--- src/rtl/posit_sched_pkg.sv ---
// posit_sched_pkg
//   Shared types and helpers for the posit adder scheduler:
//   - sched_state_t : scheduler FSM states
//   - clog2()       : ceiling log2 for sizing counters and indices
//   - nar_word()    : posit NaR pattern (MSB set, rest zero) for a given width
package posit_sched_pkg;

  typedef enum logic [1:0] {
    IDLE = 2'd0,
    WAIT = 2'd1,
    RESP = 2'd2
  } sched_state_t;

  // Ceiling log2; clog2(1) = 0.
  function automatic int clog2(input int value);
    int result;
    int rem;
    result = 0;
    rem    = value - 1;
    while (rem > 0) begin
      result = result + 1;
      rem    = rem >> 1;
    end
    return result;
  endfunction

  // NaR is a one followed by width-1 zeros; callers truncate to width.
  function automatic logic [63:0] nar_word(input int width);
    return 64'd1 << (width - 1);
  endfunction

endpackage

--- src/rtl/rr_arbiter.sv ---
// rr_arbiter
//   Combinational round-robin picker. Searches req starting one position
//   above ptr, wrapping at NREQ, and returns the first set bit.
//   Ports:
//     req   in  NREQ  pending requests
//     ptr   in  IW    last granted index (search starts at ptr+1)
//     grant out NREQ  one-hot grant (all zero when req is zero)
//     index out IW    binary index of the grant (zero when nothing granted)
module rr_arbiter
  import posit_sched_pkg::*;
#(
  parameter int NREQ = 4,
  parameter int IW   = clog2(NREQ)
) (
  input  logic [NREQ-1:0] req,
  input  logic [IW-1:0]   ptr,
  output logic [NREQ-1:0] grant,
  output logic [IW-1:0]   index
);

  logic          found;
  logic [IW-1:0] cand;

  always_comb begin
    grant = '0;
    index = '0;
    found = 1'b0;
    cand  = '0;
    for (int i = 1; i <= NREQ; i++) begin
      // Candidate position (ptr + i) mod NREQ without a divider.
      if (int'(ptr) + i >= NREQ) begin
        cand = IW'(int'(ptr) + i - NREQ);
      end else begin
        cand = IW'(int'(ptr) + i);
      end
      if (!found && req[cand]) begin
        found       = 1'b1;
        grant[cand] = 1'b1;
        index       = cand;
      end
    end
  end

endmodule

--- src/rtl/posit_add_sched.sv ---
// posit_add_sched
//   Shares one external posit adder among NREQ requesters in round-robin
//   order. One operand pair is accepted, held on the adder until done (or a
//   watchdog abort), and the result is returned to the granted requester.
//   Ports:
//     clk, rst_n                clock, asynchronous active-low reset
//     req_valid/req_a/req_b     per-requester request and packed operands
//     req_ready                 one-hot accept strobe (IDLE only)
//     rsp_valid                 one-hot, single-cycle response strobe
//     rsp_data/inf/zero/err     result; held until the next capture
//     add_in1/add_in2/add_start adder drive
//     add_out/inf/zero/done     adder result and handshake
module posit_add_sched
  import posit_sched_pkg::*;
#(
  parameter int N       = 8,
  parameter int es      = 2,
  parameter int NREQ    = 4,
  parameter int TIMEOUT = 15
) (
  input  logic               clk,
  input  logic               rst_n,
  input  logic [NREQ-1:0]    req_valid,
  input  logic [NREQ*N-1:0]  req_a,
  input  logic [NREQ*N-1:0]  req_b,
  output logic [NREQ-1:0]    req_ready,
  output logic [NREQ-1:0]    rsp_valid,
  output logic [N-1:0]       rsp_data,
  output logic               rsp_inf,
  output logic               rsp_zero,
  output logic               rsp_err,
  output logic [N-1:0]       add_in1,
  output logic [N-1:0]       add_in2,
  output logic               add_start,
  input  logic [N-1:0]       add_out,
  input  logic               add_inf,
  input  logic               add_zero,
  input  logic               add_done
);

  localparam int IW = clog2(NREQ);
  // Scheduling never looks at posit fields; es is carried with the instance
  // only so it matches the adder it fronts.
  localparam int CW = clog2(TIMEOUT + 1) + 0 * es;
  localparam logic [N-1:0] NAR = N'(nar_word(N));

  sched_state_t    state_reg;
  logic [IW-1:0]   ptr_reg;
  logic [IW-1:0]   gnt_idx_reg;
  logic [CW-1:0]   cnt_reg;
  logic [N-1:0]    op_a_reg;
  logic [N-1:0]    op_b_reg;
  logic            add_start_reg;
  logic [NREQ-1:0] rsp_valid_reg;
  logic [N-1:0]    rsp_data_reg;
  logic            rsp_inf_reg;
  logic            rsp_zero_reg;
  logic            rsp_err_reg;

  logic [NREQ-1:0] arb_grant;
  logic [IW-1:0]   arb_index;
  logic [N-1:0]    a_slice [NREQ];
  logic [N-1:0]    b_slice [NREQ];

  generate
    for (genvar gi = 0; gi < NREQ; gi++) begin : g_slice
      assign a_slice[gi] = req_a[gi*N +: N];
      assign b_slice[gi] = req_b[gi*N +: N];
    end
  endgenerate

  rr_arbiter #(
    .NREQ (NREQ),
    .IW   (IW)
  ) u_arb (
    .req   (req_valid),
    .ptr   (ptr_reg),
    .grant (arb_grant),
    .index (arb_index)
  );

  // Accept strobe is combinational in IDLE; gating with rst_n keeps it low
  // for the whole time reset is held.
  assign req_ready = (state_reg == IDLE && rst_n) ? arb_grant : '0;

  assign add_start = add_start_reg;
  assign add_in1   = op_a_reg;
  assign add_in2   = op_b_reg;
  assign rsp_valid = rsp_valid_reg;
  assign rsp_data  = rsp_data_reg;
  assign rsp_inf   = rsp_inf_reg;
  assign rsp_zero  = rsp_zero_reg;
  assign rsp_err   = rsp_err_reg;

  always_ff @(posedge clk or negedge rst_n) begin
    if (!rst_n) begin
      state_reg     <= IDLE;
      ptr_reg       <= IW'(NREQ - 1);
      gnt_idx_reg   <= '0;
      cnt_reg       <= '0;
      op_a_reg      <= '0;
      op_b_reg      <= '0;
      add_start_reg <= 1'b0;
      rsp_valid_reg <= '0;
      rsp_data_reg  <= '0;
      rsp_inf_reg   <= 1'b0;
      rsp_zero_reg  <= 1'b0;
      rsp_err_reg   <= 1'b0;
    end else begin
      case (state_reg)
        IDLE: begin
          if (|req_valid) begin
            op_a_reg      <= a_slice[arb_index];
            op_b_reg      <= b_slice[arb_index];
            gnt_idx_reg   <= arb_index;
            cnt_reg       <= '0;
            add_start_reg <= 1'b1;
            state_reg     <= WAIT;
          end
        end
        WAIT: begin
          if (add_done) begin
            rsp_data_reg  <= add_out;
            rsp_inf_reg   <= add_inf;
            rsp_zero_reg  <= add_zero;
            rsp_err_reg   <= 1'b0;
            add_start_reg <= 1'b0;
            rsp_valid_reg <= {{(NREQ-1){1'b0}}, 1'b1} << gnt_idx_reg;
            state_reg     <= RESP;
          end else if (cnt_reg == CW'(TIMEOUT - 1)) begin
            // Watchdog: the adder never answered, report NaR with error.
            rsp_data_reg  <= NAR;
            rsp_inf_reg   <= 1'b1;
            rsp_zero_reg  <= 1'b0;
            rsp_err_reg   <= 1'b1;
            add_start_reg <= 1'b0;
            rsp_valid_reg <= {{(NREQ-1){1'b0}}, 1'b1} << gnt_idx_reg;
            state_reg     <= RESP;
          end else begin
            cnt_reg <= cnt_reg + CW'(1);
          end
        end
        RESP: begin
          rsp_valid_reg <= '0;
          ptr_reg       <= gnt_idx_reg;
          state_reg     <= IDLE;
        end
        default: begin
          add_start_reg <= 1'b0;
          rsp_valid_reg <= '0;
          state_reg     <= IDLE;
        end
      endcase
    end
  end

endmodule

--- config.mk ---
export PLATFORM = sky130hd
export DESIGN_NAME = posit_add_sched
export DESIGN_NICKNAME = d
export VERILOG_FILES = /design/src/rtl/posit_sched_pkg.sv /design/src/rtl/rr_arbiter.sv /design/src/rtl/posit_add_sched.sv
export SDC_FILE = /design/constraint.sdc
export NUM_CORES = 1
export LEC_CHECK = 0
export ABC_AREA = 0
export ABC_CLOCK_PERIOD_IN_PS = 4100
export BUFFER_PORTS_ARGS = -buffer_cell sky130_fd_sc_hd__buf_4
export CORE_ASPECT_RATIO = 0.75
export CORE_UTILIZATION = 48
export DETAILED_ROUTE_END_ITERATION = 7
export PLACE_DENSITY_LB_ADDON = 0.1
export SYNTH_ARGS = -nofsm -noshare
export SYNTH_HDL_FRONTEND = slang
export SYNTH_HIERARCHICAL = 1
export SYNTH_SLANG_ARGS = --single-unit
export TNS_END_PERCENT = 50
--- constraint.sdc ---
create_clock -name clk -period 4.1 [get_ports clk]
set_input_delay 0.205 -clock clk [delete_from_list [all_inputs] [get_ports clk]]
set_output_delay 0.205 -clock clk [all_outputs]
set_load 0.1 [all_outputs]
==> results of run 1 <==
==> per-layer routing <==
metal | vias up | routed length, um | track usage, %
met5 | - | 0 | 0
met4 | 0 | 170 | 9.52
met3 | 17 | 489 | 6.72
met2 | 103 | 3080 | 36.8
met1 | 1121 | 2800 | 29.9
li1 | 1083 | - | -
==> per-stage QoR <==
step                      hold slack [ns]  worst slack [ns]  utilization [%]  cells  cell area [um2]
after floorplan                   -0.0906              1.08                -    222             2760
after global placement              0.235             0.906             66.6    400             3620
after detailed placement            0.231             0.794             66.6    400             3620
after CTS                          0.0942             0.786             68.6    409             3730
after global routing                0.105             0.536             68.6    409             3730
final                               0.105             0.805             68.6    409             3730
==> worst paths after layout <==
check | start | to | slack [ns] | cells past startpoint
max in group asynchronous | rst_n | ptr_reg[1] | 3.30 | 2
hold / removal | add_out[5] | rsp_data[5] | 0.11 | 2
hold reg to reg | add_in1[4] | add_in1[4] | 0.52 | 1
setup / recovery | ptr_reg[0] | add_in1[1] | 0.81 | 9
setup reg to reg | ptr_reg[0] | add_in1[1] | 0.81 | 9
min in group asynchronous | rst_n | add_in2[3] | 0.41 | 2
==> layout by cell type (no fill, tap or decap), drive strengths merged, types with 2 or more instances in the layout <==
master	count
buf	118
dfrtp	40
mux2	21
mux4	18
nand2	16
inv	12
o21ai	11
ha	10
a22o	9
a21oi	8
nor2	6
nor2b	5
clkbuf	5
a221o	5
and3	4
a31oi	3
a22oi	3
and2	2
o22ai	2
mux2i	2
nand4b	2
and3b	2
dfstp	2
o211ai	2
or4	2
a211oi	2
a221oi	2
nor3	2
==> cells by family (layout without fill, tap and decap cells) <==
| family | Yosys count | in the layout | share of synthesized area, % |
|---|---|---|---|
| AOI/OAI and AO/OA | 55 | 55 | 15.0 |
| adders and majority gates | 10 | 10 | 4.53 |
| buffers and inverters | 24 | 136 | 5.84 |
| DFF | 42 | 42 | 38.1 |
| muxes | 41 | 41 | 25.3 |
| and+or+nand+nor | 50 | 50 | 11.2 |
==> worst max-delay path: cells and delay by family, from the launching register on <==
kind	cells	cell delay, ns
mux	2	0.82
compound gates	3	0.46
fa+ha+maj	1	0.51
flops	1	0.76
simple gates	1	0.12
buf+inv	2	0.50
==> cell type report <==
class	count	area [um2]	area share (%)
Multi-Input combinational cell	156	1560	41.8
Sequential cell	42	1050	28.2
Timing Repair Buffer	119	896	24.0
Tap cell	75	93.8	2.52
Clock buffer	5	68.8	1.85
Inverter	9	33.8	0.906
Clock inverter	3	26.3	0.704
==> impl_results.md, run 1 <==
* FILL cells at 424
* Critical path's slowest cell: dfstp_2
* Cell area after synthesis at 2760 um2
* ANT nets after route at 0
* Drt total wl at 6.54 mm
* First-pass GRT wire length at 10.5 mm
* Sink Count at 42
* Largest cells by area after synthesis: dfrtp_1 (36%), mux4_2 (15%), mux2_4 (5.4%), ha_1 (4.5%), mux2_2 (4.5%)
* IO buf count at 116
* Number of remaining DRC errors at 0
* Die area at 6070 um2
* Max cap viols at 0
* CTS Hold Bufs at 1
* Final Cycle Share at 80.4%
* Final setup violation count at 0
* Unrepaired setup endpoints after global routing: no
* DR pass1 iterations at 4
* CP Max Fanout at 20
* Netlist cell types at 57
* Cts repair resizes at 0
* Starting DRT DRC Count at 133
* Seq/Total Area, Yosys at 38.1%
* Rel. slew slack at 63.4%
* Commonest cells post-synth: dfrtp_1 (40), mux4_2 (18), nand2_1 (15)
* Mean Syn Cell Area at 12.5 um2
* Outcome: finished, final reports clean
* Vias in the first global route at 2295
* Synth Net Count at 313
* Required time of the critical path at 4.29 ns
* Post-DR vias/cell at 5.68
* Crit path time final at 3.29 ns
* Actual slew at the worst max-slew pin at 0.549 ns
* Crit. End Element: register
* Setup Buffers After CTS at 0
* Crit path cell chain: inv_1 -> ha_1 -> nor2b_1 -> a22oi_1 -> o211ai_1 -> a21oi_2 -> buf_4 -> mux4_2 -> mux2_2
* Top cell type's share of synthesized area at 36.2%
* Initial antenna violation count at 0
* Clock skew at 0.00716 ns
* GRT Total Usage at 23.2%
* Slew Viols, Final at 0
* Post-Route Setup TNS at 0 ns
* Flops & latches, synth at 42
* Area Growth Syn to Fin at 34.9%
* Pin count of the biggest net entering global routing at 47
* CTS HTree Levels at 2
* Worst-Skew Late Latency at 0.31 ns
* Via Count at 2324
* Core Area at 5440 um2
* Synth area leader: dfrtp_1
* Kind of critical path: register to register
* FP Rows at 23
* Critical path arrival at 3.49 ns
* Ys async rst share at 100%
* Post-synth EDFFs at 0
* Warnings from Yosys at 6
* CTS root buf: clkbuf_8
* CTS Buffer Depth at 2
* Cell count after synthesis at 222
* Top-count cell post-synth: dfrtp_1
* Total gr overflow at 0
* Ratio of cells with drive above 1 in the final layout at 54.5%
* Final Hold Fails at 0
* Hold WC Path Type: input pin to register
* Fmax at 0.304 GHz
* I/O pins at 117
* Starting Density at 50.8%
* TritonCTS clock tree: done
* Critical Path Start Type: register
* Synth Flop Type: dfrtp_1
* Die Wd at 89.6 um
* Final net count at 424
* CP max stage delay at 0.76 ns
* Clock Pin Slew Worst Setup and Hold Paths at 0.09 ns
* CTS buffer count at 5
* GPL Wtd Cong at 0.793
* Routed length per instance at 16.0 um
* Diodes inserted at 0
* Die Ht at 67.7 um
* Final HPWL DP at 4.87 mm
Power of run 1 is not shown: default switching activity piles up to over one toggle a cycle in this logic, so the estimate is an artifact.
==> inputs of run 2 (changes only) <==
--- a/config.mk
+++ b/config.mk
@@ -5,11 +5,11 @@
 export SDC_FILE = /design/constraint.sdc
 export NUM_CORES = 1
 export LEC_CHECK = 0
-export ABC_AREA = 0
-export ABC_CLOCK_PERIOD_IN_PS = 4100
+export ABC_AREA = 1
+export ABC_CLOCK_PERIOD_IN_PS = 2900
 export BUFFER_PORTS_ARGS = -buffer_cell sky130_fd_sc_hd__buf_4
 export CORE_ASPECT_RATIO = 0.75
-export CORE_UTILIZATION = 48
+export CORE_UTILIZATION = 44
 export DETAILED_ROUTE_END_ITERATION = 7
 export PLACE_DENSITY_LB_ADDON = 0.1
 export SYNTH_ARGS = -nofsm -noshare
==> constraint.sdc (replaced) <==
create_clock -name clk -period 2.9 [get_ports clk]
set_input_delay 0.145 -clock clk [delete_from_list [all_inputs] [get_ports clk]]
set_output_delay 0.145 -clock clk [all_outputs]
set_load 0.1 [all_outputs]
==> impl_results.md, run 2 <==
* Outcome: finished, final reports clean (unchanged)
* Worst-Skew Late Latency at 0.29 ns (was 0.31 ns)
* Most common cell after layout, fill and taps aside: nand2_1 (was buf_4)
* Crit. End Element: output pin (was register)
* DR pass1 iterations at 4 (unchanged)
* Final Cycle Share at 92.5%
* Hold_sp: add_out[0] (was add_out[5])
* Synth Flop Type: dfrtp_1 (unchanged)
* Vias in the first global route at 2827 (was 2295)
* Die area at 6920 um2 (was 6070 um2)
* Sink Count at 42 (unchanged)
* Ys async rst share at 100% (unchanged)
* Mean Syn Cell Area at 6.74 um2 (was 12.5 um2)
* Crit path time final at 2.68 ns
* CP Max Fanout at 10 (was 20)
* Initial antenna violation count at 0 (unchanged)
* GRT met2 Usage at 36.8% (about the same)
* Setup Buffers After CTS at 0 (unchanged)
* CTS root buf: clkbuf_8 (unchanged)
* Unrepaired setup endpoints after global routing: no (unchanged)
* Post-DR vias/cell at 4.89 (was 5.68)
* CTS Buffer Depth at 2 (unchanged)
* CTS HTree Levels at 2 (unchanged)
* Clock skew at 0.0110 ns (was 0.00716 ns)
* Die Wd at 95.7 um (was 89.6 um)
* M3 GR Usage at 5.35% (was 6.72%)
* Worst setup path startpoint: ptr_reg[1] (was ptr_reg[0])
* I/O pins at 117 (unchanged)
* Die Ht at 72.3 um (was 67.7 um)
* Most frequent cells in the layout: nand2_1 (191), buf_4 (114), dfrtp_1 (40) (was buf_4 (118), dfrtp_1 (40), mux4_2 (18))
* Largest cells by area after synthesis: dfrtp_1 (35%), nand2_1 (25%), nand3_1 (6.6%), nor2_1 (4.5%), ha_1 (4.3%) (was dfrtp_1 (36%), mux4_2 (15%), mux2_4 (5.4%), ha_1 (4.5%), mux2_2 (4.5%))
* Fmax at 0.373 GHz
* Area Growth Syn to Fin at 36.3% (was 34.9%)
* Critical path arrival at 2.54 ns (was 3.49 ns)
* Final HPWL DP at 5.79 mm (was 4.87 mm)
* TritonCTS clock tree: done (unchanged)
* CP max stage delay at 0.63 ns (was 0.76 ns)
* Required time of the critical path at 2.76 ns (was 4.29 ns)
* Flops & latches, synth at 42 (unchanged)
* Hold WC Path Type: input pin to register (unchanged)
* Synth area leader: dfrtp_1 (unchanged)
* Met1 Use GR at 30.9% (was 29.9%)
* Starting DRT DRC Count at 159 (was 133)
* Cell count after synthesis at 430 (was 222)
* Routed length per instance at 12.2 um (was 16.0 um)
* Final setup violation count at 0 (unchanged)
* Top cell type's share of synthesized area at 34.5% (was 36.2%)
* CTS buffer count at 5 (unchanged)
* Seq/Total Area, Yosys at 36.4% (was 38.1%)
* Final Hold Fails at 0 (unchanged)
* Via Count at 3052 (was 2324)
* FP Rows at 25 (was 23)
* Critical Path Start Type: register (unchanged)
* Final net count at 633 (was 424)
* IO buf count at 116 (unchanged)
* Cell area after synthesis at 2900 um2 (was 2760 um2)
* Netlist cell types at 27 (was 57)
* Kind of critical path: register to output pin (was register to register)
* Pin count of the biggest net entering global routing at 44 (was 47)
* Core Area at 6320 um2 (was 5440 um2)
* Ratio of cells with drive above 1 in the final layout at 29.7% (was 54.5%)
* Actual slew at the worst max-slew pin at 0.558 ns (was 0.549 ns)
* Warnings from Yosys at 6 (unchanged)
* Post-layout util at 62.5% (was 68.6%)
* Critical path's slowest cell: dfstp_2 (unchanged)
* RR Startpoint: ptr_reg[1] (was ptr_reg[0])
* Slew Viols, Final at 0 (unchanged)
* Synth Net Count at 521 (was 313)
* Top-count cell post-synth: nand2_1 (was dfrtp_1)
* Top Usage Layer GRT: met2 (unchanged)
* Total gr overflow at 0 (unchanged)
* Post-synth EDFFs at 0 (unchanged)
* GRT Total Usage at 22.9% (was 23.2%)
* Drt total wl at 7.60 mm (was 6.54 mm)
* Max cap viols at 0 (unchanged)
* Diodes inserted at 0 (unchanged)
* Rel. slew slack at 62.8% (was 63.4%)
* GPL Wtd Cong at 0.903 (was 0.793)
* Starting Density at 45.9% (was 50.8%)
* First-pass GRT wire length at 12.5 mm (was 10.5 mm)
* Commonest cells post-synth: nand2_1 (191), dfrtp_1 (40), nand3_1 (38) (was dfrtp_1 (40), mux4_2 (18), nand2_1 (15))
* ANT nets after route at 0 (unchanged)
* Clock Pin Slew Worst Setup and Hold Paths at 0.08 ns (was 0.09 ns)
* Number of remaining DRC errors at 0 (unchanged)
* Crit path cell chain: inv_1 -> ha_1 -> inv_2 -> nand3_1 -> nand2_1 -> nand2_1 -> inv_1 -> nand3_1 -> nand3_1 -> inv_1 -> nor2_1 -> buf_6 (was inv_1 -> ha_1 -> nor2b_1 -> a22oi_1 -> o211ai_1 -> a21oi_2 -> buf_4 -> mux4_2 -> mux2_2)
run 2: cell count changes in the layout (fill, tap and decap cells not counted), sizes merged, moves of 4 or more:
cell	delta
nor2	+33
nor2b	-5
nand2	+186
mux4	-18
a221o	-5
mux2	-20
a22o	-9
o21ai	+23
inv	+22
and3	-4
nand3	+41
run 2: final cells by class:
| class | count | area (um2) |
|---|---|---|
| multi-input combinational | 338 | 1620 |
| tap | 81 | 101 |
| sequential | 42 | 1050 |
| clock inverter | 2 | 12.5 |
| inverter | 34 | 143 |
| timing repair buffer | 121 | 933 |
| fill | 597 | 2370 |
| clock buffer | 6 | 82.6 |
run 2: cells by family (layout without fill, tap and decap cells):
logic type,Yosys count,count (layout),share of synthesized area (%)
and+or+nand+nor,282,282,42.4
buffers and inverters,50,163,8.25
AOI/OAI and AO/OA,44,44,7.95
DFF,42,42,36.4
adders and majority gates,10,10,4.32
xor gates and xnor gates,1,1,0.302
muxes,1,1,0.389
run 2: timing repair:
item,4_1_cts,5_1_grt
endpoints found under the hold margin,40,0
setup endpoints to repair,0,20
hold buffers,1,0
gates resized for setup,0,12
run 2: final timing paths:
check | end | slack, ns | cells past startpoint
min in group asynchronous | rsp_valid[3] | 0.37 | 2
worst min register to register | rsp_data[2] | 0.48 | 2
worst min-delay path | rsp_data[0] | 0.08 | 3
max in group asynchronous | ptr_reg[1] | 2.14 | 2
worst max register to register | add_in2[3] | 0.29 | 16
worst max-delay path | req_ready[2] | 0.22 | 12
run 2: worst max-delay path, delay by kind of cell, from the launching register on:
family,cells,cell delay (ns)
adder cells (fa/ha/maj),1,0.37
buffers and inverters,5,0.68
flip-flops,1,0.63
AND/OR/NAND/NOR,6,0.56
run 2: metrics by stage:
stage          hold slack [ns]  setup TNS (ns)  worst slack, ns  instances  instance area (um2)
3_5_place_dp             0.171               0            0.119        615                 3810
5_1_grt                 0.0740               0           0.0123        624                 3950
2_1_floorplan           -0.151          -0.543           -0.272        430                 2900
4_1_cts                 0.0733               0            0.107        624                 3910
3_3_place_gp             0.170               0            0.251        615                 3810
6_report                0.0826               0            0.219        624                 3950
run 2: layer usage:
| metal | routed length (um) | vias to the layer above |
|---|---|---|
| met5 | 0 | - |
| met4 | 122 | 0 |
| met3 | 446 | 11 |
| met2 | 3530 | 94 |
| met1 | 3490 | 1383 |
| li1 | - | 1564 |
Power of run 2 is left out for the same reason.
